===== src/rtl/blink_pkg.sv =====
// rtl/blink_pkg.sv - shared types and constants for the blink timer bank
package blink_pkg;

  typedef enum logic {ST_IDLE, ST_RUN} tmr_state_t;

  localparam logic MODE_PERIODIC = 1'b0;
  localparam logic MODE_ONESHOT  = 1'b1;

endpackage


===== src/rtl/tick_gen.sv =====
// rtl/tick_gen.sv - free-running prescaler producing a registered one-clock tick
module tick_gen #(
  parameter int PRESC_W = 16
) (
  input  logic               i_clk,
  input  logic               i_rst,
  input  logic [PRESC_W-1:0] i_presc,
  output logic               o_tick
);

  logic [PRESC_W-1:0] cnt_q, cnt_d;
  logic               tick_q, tick_d;
  logic               wrap;

  // >= so a divisor lowered below the current count wraps on the next clock
  always_comb begin
    wrap   = (cnt_q >= i_presc);
    cnt_d  = wrap ? '0 : cnt_q + 1'b1;
    tick_d = wrap;
  end

  always_ff @(posedge i_clk or posedge i_rst) begin
    if (i_rst) begin
      cnt_q  <= '0;
      tick_q <= 1'b0;
    end else begin
      cnt_q  <= cnt_d;
      tick_q <= tick_d;
    end
  end

  assign o_tick = tick_q;

endmodule


===== src/rtl/tmr_channel.sv =====
// rtl/tmr_channel.sv - one timer channel: periodic/one-shot count of ticks with blink toggle
module tmr_channel
  import blink_pkg::*;
#(
  parameter int CNT_W = 8
) (
  input  logic             i_clk,
  input  logic             i_rst,
  input  logic             i_tick,
  input  logic             i_start,
  input  logic             i_stop,
  input  logic             i_mode,
  input  logic [CNT_W-1:0] i_period,
  output logic             o_busy,
  output logic             o_timeout,
  output logic             o_blink,
  output logic [CNT_W-1:0] o_count
);

  tmr_state_t       state_q, state_d;
  logic [CNT_W-1:0] count_q, count_d;
  logic [CNT_W-1:0] period_q, period_d;
  logic             mode_q, mode_d;
  logic             blink_q, blink_d;
  logic             timeout_q, timeout_d;
  logic             start_ok;
  logic             terminal;

  assign start_ok = i_start && (i_period != '0);
  assign terminal = i_tick && (count_q == period_q - 1'b1);

  always_ff @(posedge i_clk or posedge i_rst) begin
    if (i_rst) begin
      state_q   <= ST_IDLE;
      count_q   <= '0;
      period_q  <= '0;
      mode_q    <= MODE_PERIODIC;
      blink_q   <= 1'b0;
      timeout_q <= 1'b0;
    end else begin
      state_q   <= state_d;
      count_q   <= count_d;
      period_q  <= period_d;
      mode_q    <= mode_d;
      blink_q   <= blink_d;
      timeout_q <= timeout_d;
    end
  end

  // Priority: stop, then (re)start, then counting; a restart suppresses a coinciding terminal tick
  always_comb begin
    state_d   = state_q;
    count_d   = count_q;
    period_d  = period_q;
    mode_d    = mode_q;
    blink_d   = blink_q;
    timeout_d = 1'b0;
    if (i_stop) begin
      state_d = ST_IDLE;
      count_d = '0;
    end else if (start_ok) begin
      state_d  = ST_RUN;
      count_d  = '0;
      period_d = i_period;
      mode_d   = i_mode;
      blink_d  = 1'b0;
    end else if (state_q == ST_RUN && i_tick) begin
      if (terminal) begin
        count_d   = '0;
        timeout_d = 1'b1;
        blink_d   = ~blink_q;
        if (mode_q == MODE_ONESHOT) state_d = ST_IDLE;
      end else begin
        count_d = count_q + 1'b1;
      end
    end
  end

  always_comb begin
    o_busy    = (state_q == ST_RUN);
    o_timeout = timeout_q;
    o_blink   = blink_q;
    o_count   = count_q;
  end

endmodule


===== src/rtl/blink_timer_bank.sv =====
// rtl/blink_timer_bank.sv - bank of independent timer channels sharing one prescaler tick
module blink_timer_bank
  import blink_pkg::*;
#(
  parameter int NUM_CH  = 4,
  parameter int CNT_W   = 8,
  parameter int PRESC_W = 16
) (
  input  logic                    i_clk,
  input  logic                    i_rst,
  input  logic [PRESC_W-1:0]      i_presc,
  input  logic [NUM_CH-1:0]       i_start,
  input  logic [NUM_CH-1:0]       i_stop,
  input  logic [NUM_CH-1:0]       i_mode,
  input  logic [NUM_CH*CNT_W-1:0] i_period,
  output logic [NUM_CH-1:0]       o_busy,
  output logic [NUM_CH-1:0]       o_timeout,
  output logic [NUM_CH-1:0]       o_blink,
  output logic [NUM_CH*CNT_W-1:0] o_count
);

  logic tick;

  tick_gen #(.PRESC_W(PRESC_W)) u_tick_gen (
    .i_clk   (i_clk),
    .i_rst   (i_rst),
    .i_presc (i_presc),
    .o_tick  (tick)
  );

  for (genvar k = 0; k < NUM_CH; k++) begin : g_ch
    tmr_channel #(.CNT_W(CNT_W)) u_ch (
      .i_clk     (i_clk),
      .i_rst     (i_rst),
      .i_tick    (tick),
      .i_start   (i_start[k]),
      .i_stop    (i_stop[k]),
      .i_mode    (i_mode[k]),
      .i_period  (i_period[k*CNT_W +: CNT_W]),
      .o_busy    (o_busy[k]),
      .o_timeout (o_timeout[k]),
      .o_blink   (o_blink[k]),
      .o_count   (o_count[k*CNT_W +: CNT_W])
    );
  end

endmodule


===== config.mk =====
export PLATFORM = sky130hd
export DESIGN_NAME = blink_timer_bank
export DESIGN_NICKNAME = d
export VERILOG_FILES = /design/src/rtl/blink_pkg.sv /design/src/rtl/tick_gen.sv /design/src/rtl/tmr_channel.sv /design/src/rtl/blink_timer_bank.sv
export SDC_FILE = /design/constraint.sdc
export NUM_CORES = 1
export LEC_CHECK = 0
export BUFFER_PORTS_ARGS = -buffer_cell sky130_fd_sc_hd__buf_2
export CAP_MARGIN = 20
export CORE_MARGIN = 2
export CORE_UTILIZATION = 50
export CTS_BUF_LIST = sky130_fd_sc_hd__clkbuf_4 sky130_fd_sc_hd__clkbuf_8
export DETAILED_ROUTE_END_ITERATION = 16
export PLACE_DENSITY = 0.82
export SYNTH_ARGS = -nofsm -noshare
export SYNTH_HDL_FRONTEND = slang
export SYNTH_HIERARCHICAL = 1
export SYNTH_SLANG_ARGS = --single-unit
export TNS_END_PERCENT = 50

===== constraint.sdc =====
create_clock -name i_clk -period 2.3 [get_ports i_clk]
set_input_delay 0.23 -clock i_clk [delete_from_list [all_inputs] [get_ports i_clk]]
set_output_delay 0.23 -clock i_clk [all_outputs]
set_load 0.02 [all_outputs]

; Word level (Yosys, flattened, before mapping)
; Index checks and enable logic that the tools add are counted.
[word_totals]
ff_bits = 97
input_bits = 62
output_inout_bits = 44
wordCells = 161
[op_classes]
addsub = 9
magnitude_cmp = 1
eq_ne = 4
mux = 65
bitwise_logic = 8
reduce_logical = 48
[op_table]
columns = operator, count
row1 = $mux W8, 16
row2 = $mux W1, 48
row3 = $reduce_bool A3 Y1, 12
row4 = $add A8 B1 Y8 const B, 4
row5 = $eq A8 B8 Y1, 4
row6 = $reduce_bool A8 Y1, 4
row7 = $sub A8 B1 Y8 const B, 4
row8 = $reduce_and A3 Y1, 8
row9 = $add A16 B1 Y16 const B, 1
row10 = $ge A16 B16 Y1, 1
row11 = $mux W16, 1
row12 = $reduce_bool A2 Y1, 8
row13 = $logic_and A1 B1 Y1, 12
row14 = $not A1 Y1, 8
row15 = $reduce_and A2 Y1, 4

; Depth between registers and ports, before layout
; Gate-level depths: netlist of the first run.
[logic_depth]
word_depth = 7
depth_mapped = 8
mapped_depth_nobuf = 8

; Cells and area by module
; The synthesis of the first run kept the hierarchy.
[modules_own_cells]
columns = module, n_inst, cells_per_inst, area_per_inst_um2, seq_area_each_um2
row1 = tmr_channel, 4, 115, 1123.6, 500.5
row2 = tick_gen, 1, 132, 1288.7, 425.4

; Worst setup path before layout of the first run
; OpenSTA, ideal clock, no wires.
[synth_timing]
path_kind = register to register
from = reg g_ch[0].u_ch.count_q[7]
to = reg g_ch[0].u_ch.blink_q
setup_ns = 0.069
t_arrival_ns = 2.254
slack_ns = -0.023
stages_incl_launch_ff = 7
n_path_buf = 0
cell_sequence = dfrtp_1 -> xor2_1 -> a211o_1 -> a211o_1 -> a2111o_1 -> or4_1 -> nand3_1
[synth_via]
elab_chain_cells = 4
[synth_lines]
columns = item, line
row1 = "start, declared", tmr_channel.sv:21  ; logic [CNT_W-1:0] count_q, count_d;
row2 = "start signal, assigned", tmr_channel.sv:42  ; count_q <= count_d;
row3 = $eq A8 B8 Y1, tmr_channel.sv:30  ; assign terminal = i_tick && (count_q == period_q - 1'b1);
row4 = $logic_and A1 B1 Y1, tmr_channel.sv:30
row5 = $reduce_bool A2 Y1 (no line), -
row6 = $reduce_and A3 Y1 (no line), -
row7 = "end signal, assigned", tmr_channel.sv:45  ; blink_q <= blink_d;
row8 = "end, declared", tmr_channel.sv:24  ; logic blink_q, blink_d;
; Every way passes these cells.
; A chain may end at the register's enable or synchronous reset.

; Worst setup path in the final report of the first run
[layout_timing]
from = reg g_ch[2].u_ch.period_q[3]
to = reg g_ch[2].u_ch.blink_q
[layout_via]
elab_chain_cells = 5
[layout_lines]
columns = item, line
row1 = "start, declared", tmr_channel.sv:22  ; logic [CNT_W-1:0] period_q, period_d;
row2 = "start signal, assigned", tmr_channel.sv:43  ; period_q <= period_d;
row3 = $sub A8 B1 Y8, tmr_channel.sv:30
row4 = $eq A8 B8 Y1, tmr_channel.sv:30
row5 = $logic_and A1 B1 Y1, tmr_channel.sv:30
row6 = $reduce_bool A2 Y1 (no line), -
row7 = $reduce_and A3 Y1 (no line), -
row8 = "end signal, assigned", tmr_channel.sv:45
row9 = "end, declared", tmr_channel.sv:24
; Every way passes these cells.

==> flow_summary.json, run 1 <==
{
  "finalMaxSlewViolations": 0,
  "slew_headroom": 0.4607,
  "clk_latency_ns": 0.38,
  "area_delta_synth_final_pct": 22.72,
  "syn_inst": 592,
  "power_leakage_nw": 3.336,
  "yosys-top-cells-count": "97 x dfrtp_1, 57 x nand2_1, 48 x nor2_1",
  "diodes": 0,
  "pin_count": 106,
  "ys_async_sr_fraction": 1.000,
  "setup.worst_path.class": "reg -> reg",
  "seq_power_share": 0.473,
  "cpPeakStageDelay_ns": 0.49,
  "nFillCells": 919,
  "wirelength_mm": 14.43,
  "worst_pin_slew_ns": 0.8080,
  "final-setup-viol-count": 0,
  "vias_per_cell": 5.745,
  "hp-class": "in -> async",
  "gp_congestion": 0.8915,
  "design_area_mm2": 0.007097,
  "synth_area_leaders": "dfrtp_1 42%, xor2_1 6.8%, mux2_2 5.5%",
  "grt_pass1_vias": 5122,
  "ir_worst_vdd_v": 0.0005040,
  "synth-edff-count": 0,
  "grt_max_degree": 21,
  "p_int_mw": 3.060,
  "clockRootBuffer": "clkbuf_8",
  "fin_skew_ns": 0.01246,
  "core_mm2": 0.01137,
  "cts_hold_buf": 0,
  "die_x_um": 111.5,
  "p_per_area_mw_per_mm2": 641.7,
  "endpoint_kind": "flop",
  "max_freq_ghz": 0.4403,
  "path_cells": "nor4_4 > a21boi_2 > a211o_1 > a2111o_1 > or4_4 > nand3_2",
  "syn-num-nets": 679,
  "fin_crit_sh": 0.9875,
  "ys.flop_type": "dfrtp_1",
  "drive_gt1_frac": 0.3189,
  "switching_power_mw": 1.494,
  "final-hold-violation-count": 0,
  "yosysTopAreaCellShare": 0.4197,
  "yosysUniqueCellTypes": 44,
  "path_buf_inv": 0,
  "postSynthAreaPerCell_um2": 9.769,
  "combPwrFrac": 0.272,
  "cp_top_family": "simple AND/OR/NAND/NOR gates",
  "synth_area_mm2": 0.005783,
  "cts_buffer_depth": 2,
  "dp_hpwl_mm": 10.54,
  "grt_pass1_wl_mm": 23.52,
  "antenna_found_initial": 0,
  "clockPowerShare": 0.255,
  "ys_seq_area_frac": 0.4197,
  "slowest_stage": "or4_4",
  "drtIter0Drc": 315,
  "max_cap_violations": 0,
  "critical_path_peak_fanout": 5,
  "multi_input_area_mm2": 0.003278,
  "critPathLaunchType": "flop",
  "finish.net_count": 822,
  "seq_area_mm2": 0.002440,
  "yosysTopAreaCell": "dfrtp_1",
  "crit_arrival_ns": 2.58,
  "drt-pass1-iter-count": 4,
  "yosysMostFrequentCell": "dfrtp_1",
  "grt_overflow": 0,
  "clk_pin_slew_ns": 0.10,
  "fin_crit_ns": 2.271,
  "grt_util_all_layers": 0.2271,
  "wl_per_cell_um": 16.34,
  "ant_nets": 0,
  "holdWs_ns": 0.01480,
  "start_util": 0.5086,
  "yosys_warnings": 6,
  "htree_num_levels": 3,
  "netSwitchingFraction": 0.3281,
  "cts_inserted_buffers": 9,
  "outcome": "finished, final reports clean",
  "cts_tree": "done",
  "placementRows": 39,
  "clock-sinks": 97,
  "worstPathRequired_ns": 2.61,
  "dpl-instance-area_mm2": 0.006599,
  "die_y_um": 111.5,
  "drc_errors": 0,
  "synth-seq-cells": 97,
  "io_buffers": 105,
  "die_area_mm2": 0.01244,
  "via_count": 5073,
  "rsz0062_at_grt": "true"
}
==> registers in the layout, summed over array words and instances (netlist names) <==
signal,count
g_ch.u_ch/mode_q,4
g_ch.u_ch/o_blink,4
g_ch.u_ch/o_busy,4
g_ch.u_ch/o_count,32
g_ch.u_ch/o_timeout,4
g_ch.u_ch/period_q,32
u_tick_gen/cnt_q,16
u_tick_gen/o_tick,1
==> stage by stage <==
| stage | util | worst slack (ns) | total power, mW | TNS, ns | instances |
|---|---|---|---|---|---|
| 6_report | 0.6242 | 0.02877 | 4.554 | 0 | 883 |
| 5_1_grt | 0.6242 | -0.07558 | 4.805 | -0.4355 | 883 |
| 4_1_cts | 0.6066 | -0.008625 | 4.445 | -0.008625 | 871 |
| 3_5_place_dp | 0.5804 | -0.03455 | 3.244 | -0.05138 | 848 |
| 3_3_place_gp | 0.5804 | 0.07642 | 3.151 | 0 | 848 |
| 2_1_floorplan | - | -0.02349 | 2.900 | -0.04698 | 592 |
==> final timing paths <==
| check | cells past startpoint | endpoint | slack [ns] | start |
|---|---|---|---|---|
| max in group asynchronous | 2 | g_ch[3].u_ch/period_q[2] | 1.67 | i_rst |
| setup / recovery | 6 | g_ch[2].u_ch/o_blink | 0.03 | g_ch[2].u_ch/period_q[3] |
| min in group i_clk | 3 | g_ch[3].u_ch/period_q[1] | 0.07 | i_period[25] |
| setup reg to reg | 6 | g_ch[2].u_ch/o_blink | 0.03 | g_ch[2].u_ch/period_q[3] |
| hold / removal | 2 | u_tick_gen/cnt_q[6] | 0.01 | i_rst |
| hold reg to reg | 1 | g_ch[1].u_ch/mode_q | 0.52 | g_ch[1].u_ch/mode_q |
==> cells in the final DEF, fill, tap and decap left out, drive strengths merged, types with 17 or more instances in the layout <==
cell type,synthesis,final
buf,7,148
dfrtp,97,97
nand2,57,57
nor2,48,48
xor2,45,45
inv,36,37
mux2,28,28
o21ai,28,28
nand4,27,27
xnor2,25,25
ha,25,25
nor4,23,23
nand3,18,18
a21oi,17,17
==> per-layer routing <==
layer  global-route usage  vias to the layer above  routed length (um)
met5                    0                        -                   0
met4              0.08807                        0                 318
met3              0.04573                       34                 759
met2               0.3841                      156                7181
met1               0.2883                     2484                6171
li1                     -                     2399                   -
==> timing repair <==
| action | in CTS | in global routing |
|---|---|---|
| setup endpoints to repair | 4 | 33 |
| pin swaps | 1 | 10 |
| resized for setup | 10 | 21 |
| hold endpoints to repair | 0 | 0 |
| setup buffers | 7 | 12 |
==> power by group through the flow <==
stage	combinational, mW	sequential (mW)	clock (mW)
3_3_place_gp	1.01	2.15	0
5_1_grt	1.36	2.18	1.27
3_5_place_dp	1.08	2.16	0
6_report	1.24	2.15	1.16
2_1_floorplan	0.775	2.12	0
4_1_cts	1.13	2.13	1.18
==> area by class of cell <==
class                           count  area share
Clock buffer                       12     0.02151
Multi-Input combinational cell    443      0.4619
Sequential cell                    97      0.3438
Tap cell                          143     0.02521
Clock inverter                      4    0.007228
Timing Repair Buffer              148      0.1213
Inverter                           36     0.01904
==> kinds of logic after synthesis <==
group,count (synthesis),share of synthesized area
multiplexers,28,0.05452
AND/OR/NAND/NOR,233,0.2224
buffers and inverters,52,0.03786
XOR/XNOR,70,0.1060
adder cells (fa/ha/maj),25,0.05409
AO/OA/AOI/OAI,87,0.1054
flip-flops,97,0.4197
No activity file was read; power rests on OpenSTA's default activity.
==> inputs of run 2 (changes only) <==
--- a/config.mk
+++ b/config.mk
@@ -5,13 +5,15 @@
 export SDC_FILE = /design/constraint.sdc
 export NUM_CORES = 1
 export LEC_CHECK = 0
+export ABC_AREA = 1
 export BUFFER_PORTS_ARGS = -buffer_cell sky130_fd_sc_hd__buf_2
 export CAP_MARGIN = 20
 export CORE_MARGIN = 2
 export CORE_UTILIZATION = 50
 export CTS_BUF_LIST = sky130_fd_sc_hd__clkbuf_4 sky130_fd_sc_hd__clkbuf_8
 export DETAILED_ROUTE_END_ITERATION = 16
-export PLACE_DENSITY = 0.82
+export PLACE_DENSITY = 0.8
+export REMOVE_ABC_BUFFERS = 1
 export SYNTH_ARGS = -nofsm -noshare
 export SYNTH_HDL_FRONTEND = slang
 export SYNTH_HIERARCHICAL = 1
==> flow_summary.json, run 2 <==
{
  "outcome": "finished, final reports clean",
  "yosys_warnings": 6,
  "postSynthAreaPerCell_um2": 6.679,
  "layout_commonest_cell": "nand2_1",
  "vias_per_cell": 5.011,
  "cpPeakStageDelay_ns": 0.40,
  "pin_count": 106,
  "cp_top_family": "simple AND/OR/NAND/NOR gates",
  "path_buf_inv": 1,
  "critical_path_peak_fanout": 7,
  "die_y_um": 121.0,
  "grt_pass1_wl_mm": 26.99,
  "ir_worst_vdd_v": 0.0003617,
  "p_per_area_mw_per_mm2": 621.8,
  "via_count": 6599,
  "clk_pin_slew_ns": 0.10,
  "die_area_mm2": 0.01463,
  "top_usage_layer": "met2",
  "layout_common_cells": "318 x nand2_1, 158 x inv_1, 132 x nor2_1, 105 x nand3_1, 105 x buf_2",
  "area_delta_synth_final_pct": 14.98,
  "finalWorstSetupSlack_ns": 0.3271,
  "fin_crit_ns": 1.973,
  "htree_num_levels": 3,
  "hp-class": "in -> reg",
  "grt_util_all_layers": 0.2260,
  "grt_pass1_vias": 6052,
  "holdWs_ns": 0.03905,
  "finalMaxSlewViolations": 0,
  "diodes": 0,
  "wirelength_mm": 15.86,
  "power_leakage_nw": 4.224,
  "seq_area_mm2": 0.002427,
  "synth_area_mm2": 0.006839,
  "worstReg2RegStart": "g_ch[2].u_ch/period_q[0]",
  "final_cells": 1317,
  "synth_area_leaders": "dfrtp_1 35%, nand2_1 17%, inv_1 8.7%",
  "clock-sinks": 97,
  "fin_crit_sh": 0.8578,
  "finalSetupTns_ns": 0,
  "placed_cells": 1300,
  "clockRootBuffer": "clkbuf_8",
  "slowest_stage": "dfrtp_1",
  "drtIter0Drc": 531,
  "critPathLaunchType": "flop",
  "final-setup-viol-count": 0,
  "cts_resized": 0,
  "pre_cts_ws_ns": 0.3722,
  "path_cells": "inv_1 > ha_1 > nand2_2 > nor2_1 > nand2_1 > nand2_1 > nand3_1 > nor2_1 > nand3_2 > nand3_2 > o21ai_1",
  "drc_errors": 0,
  "finalPower_mw": 4.890,
  "die_x_um": 121.0,
  "worst_pin_slew_ns": 0.8573,
  "finish.net_count": 1223,
  "grt_max_degree": 21,
  "syn_inst": 1024,
  "yosysUniqueCellTypes": 22,
  "placementRows": 42,
  "yosysMostFrequentCell": "nand2_1",
  "antenna_found_initial": 0,
  "post_cts_buffers": 0,
  "use_met3": 0.03195,
  "ant_nets": 0,
  "dp_hpwl_mm": 12.25,
  "nFillCells": 1245,
  "ys_async_sr_fraction": 1.000,
  "holdCritStartpoint": "i_mode[3]",
  "synth-edff-count": 0,
  "rsz0062_at_grt": "false",
  "core_mm2": 0.01330,
  "r2r_slack_ns": 0.33,
  "multi_input_area_mm2": 0.003767,
  "cts_buffer_depth": 2,
  "final-hold-violation-count": 0,
  "grt_overflow": 0,
  "clk_latency_ns": 0.39,
  "endpoint_kind": "flop",
  "wl_per_cell_um": 12.04,
  "cts_inserted_buffers": 9,
  "max_freq_ghz": 0.5069,
  "yosysTopAreaCellShare": 0.3549,
  "ys_seq_area_frac": 0.3549,
  "synth-seq-cells": 97,
  "start_util": 0.5144,
  "drive_gt1_frac": 0.1551,
  "crit_arrival_ns": 2.24,
  "max_cap_violations": 0,
  "grt_use_met1": 0.3006,
  "drt-pass1-iter-count": 7,
  "use_met2": 0.3718,
  "yosysTopAreaCell": "dfrtp_1",
  "fin_skew_ns": 0.01645,
  "gp_congestion": 0.8887,
  "crit_start": "g_ch[2].u_ch/period_q[0]",
  "slew_headroom": 0.4264,
  "ys.flop_type": "dfrtp_1",
  "cts_tree": "done",
  "setup.worst_path.class": "reg -> reg",
  "io_buffers": 105,
  "yosys-top-cells-count": "318 x nand2_1, 158 x inv_1, 132 x nor2_1",
  "worstPathRequired_ns": 2.56
}
run 2: final timing paths:
| path | endpoint | cells past startpoint |
|---|---|---|
| worst max-delay path | g_ch[2].u_ch/o_count[0] | 11 |
| worst min-delay path | g_ch[3].u_ch/mode_q | 3 |
| worst max register to register | g_ch[2].u_ch/o_count[0] | 11 |
| worst min register to register | g_ch[3].u_ch/mode_q | 2 |
| max in group asynchronous | g_ch[3].u_ch/o_timeout | 3 |
| min in group asynchronous | u_tick_gen/cnt_q[15] | 3 |
run 2: worst reg2reg max path: cells and delay by family, from the launching register on:
kind                       cells  cell delay (ns)
adders and majority gates      1             0.35
buffers and inverters          1             0.19
and+or+nand+nor                8             0.84
DFF                            1             0.40
AOI/OAI and AO/OA              1             0.08
run 2: layout make-up:
| cell class | count | area share |
|---|---|---|
| Multi-Input combinational cell | 760 | 0.4791 |
| Inverter | 158 | 0.07542 |
| Clock buffer | 9 | 0.01575 |
| Clock inverter | 7 | 0.02116 |
| Sequential cell | 97 | 0.3087 |
| Tap cell | 176 | 0.02800 |
| Timing Repair Buffer | 110 | 0.07192 |
run 2: layer usage:
metal | share of wire | vias up
met1 | 0.47 | 3001
met3 | 0.042 | 25
met2 | 0.47 | 153
li1 | - | 3420
met4 | 0.021 | 0
met5 | 0 | -
run 2: kinds of logic (layout without fill, tap and decap cells):
kind of cell               Yosys count  in the layout  synth area share
AOI/OAI and AO/OA                   79             79           0.06257
xor gates and xnor gates            43             43           0.05507
adders and majority gates           25             25           0.04574
buffers and inverters              167            284           0.09422
DFF                                 97             97            0.3549
and+or+nand+nor                    613            613            0.3875
run 2: where the power goes:
| group | internal, mW | total [mW] | switching [mW] |
|---|---|---|---|
| registers | 1.87 | 2.07 | 0.206 |
| clock network | 0.943 | 1.58 | 0.634 |
| logic | 0.456 | 1.24 | 0.782 |
run 2: metrics by stage:
stage	instance area [um2]	utilization
after floorplan	6788	-
after global placement	7564	0.5689
after detailed placement	7564	0.5689
after CTS	7864	0.5915
after global routing	7864	0.5915
final	7864	0.5915
run 2: what timing repair did:
action	in CTS	in global routing
hold endpoints to repair	1	0
hold buffers	1	0
setup endpoints to repair	0	0
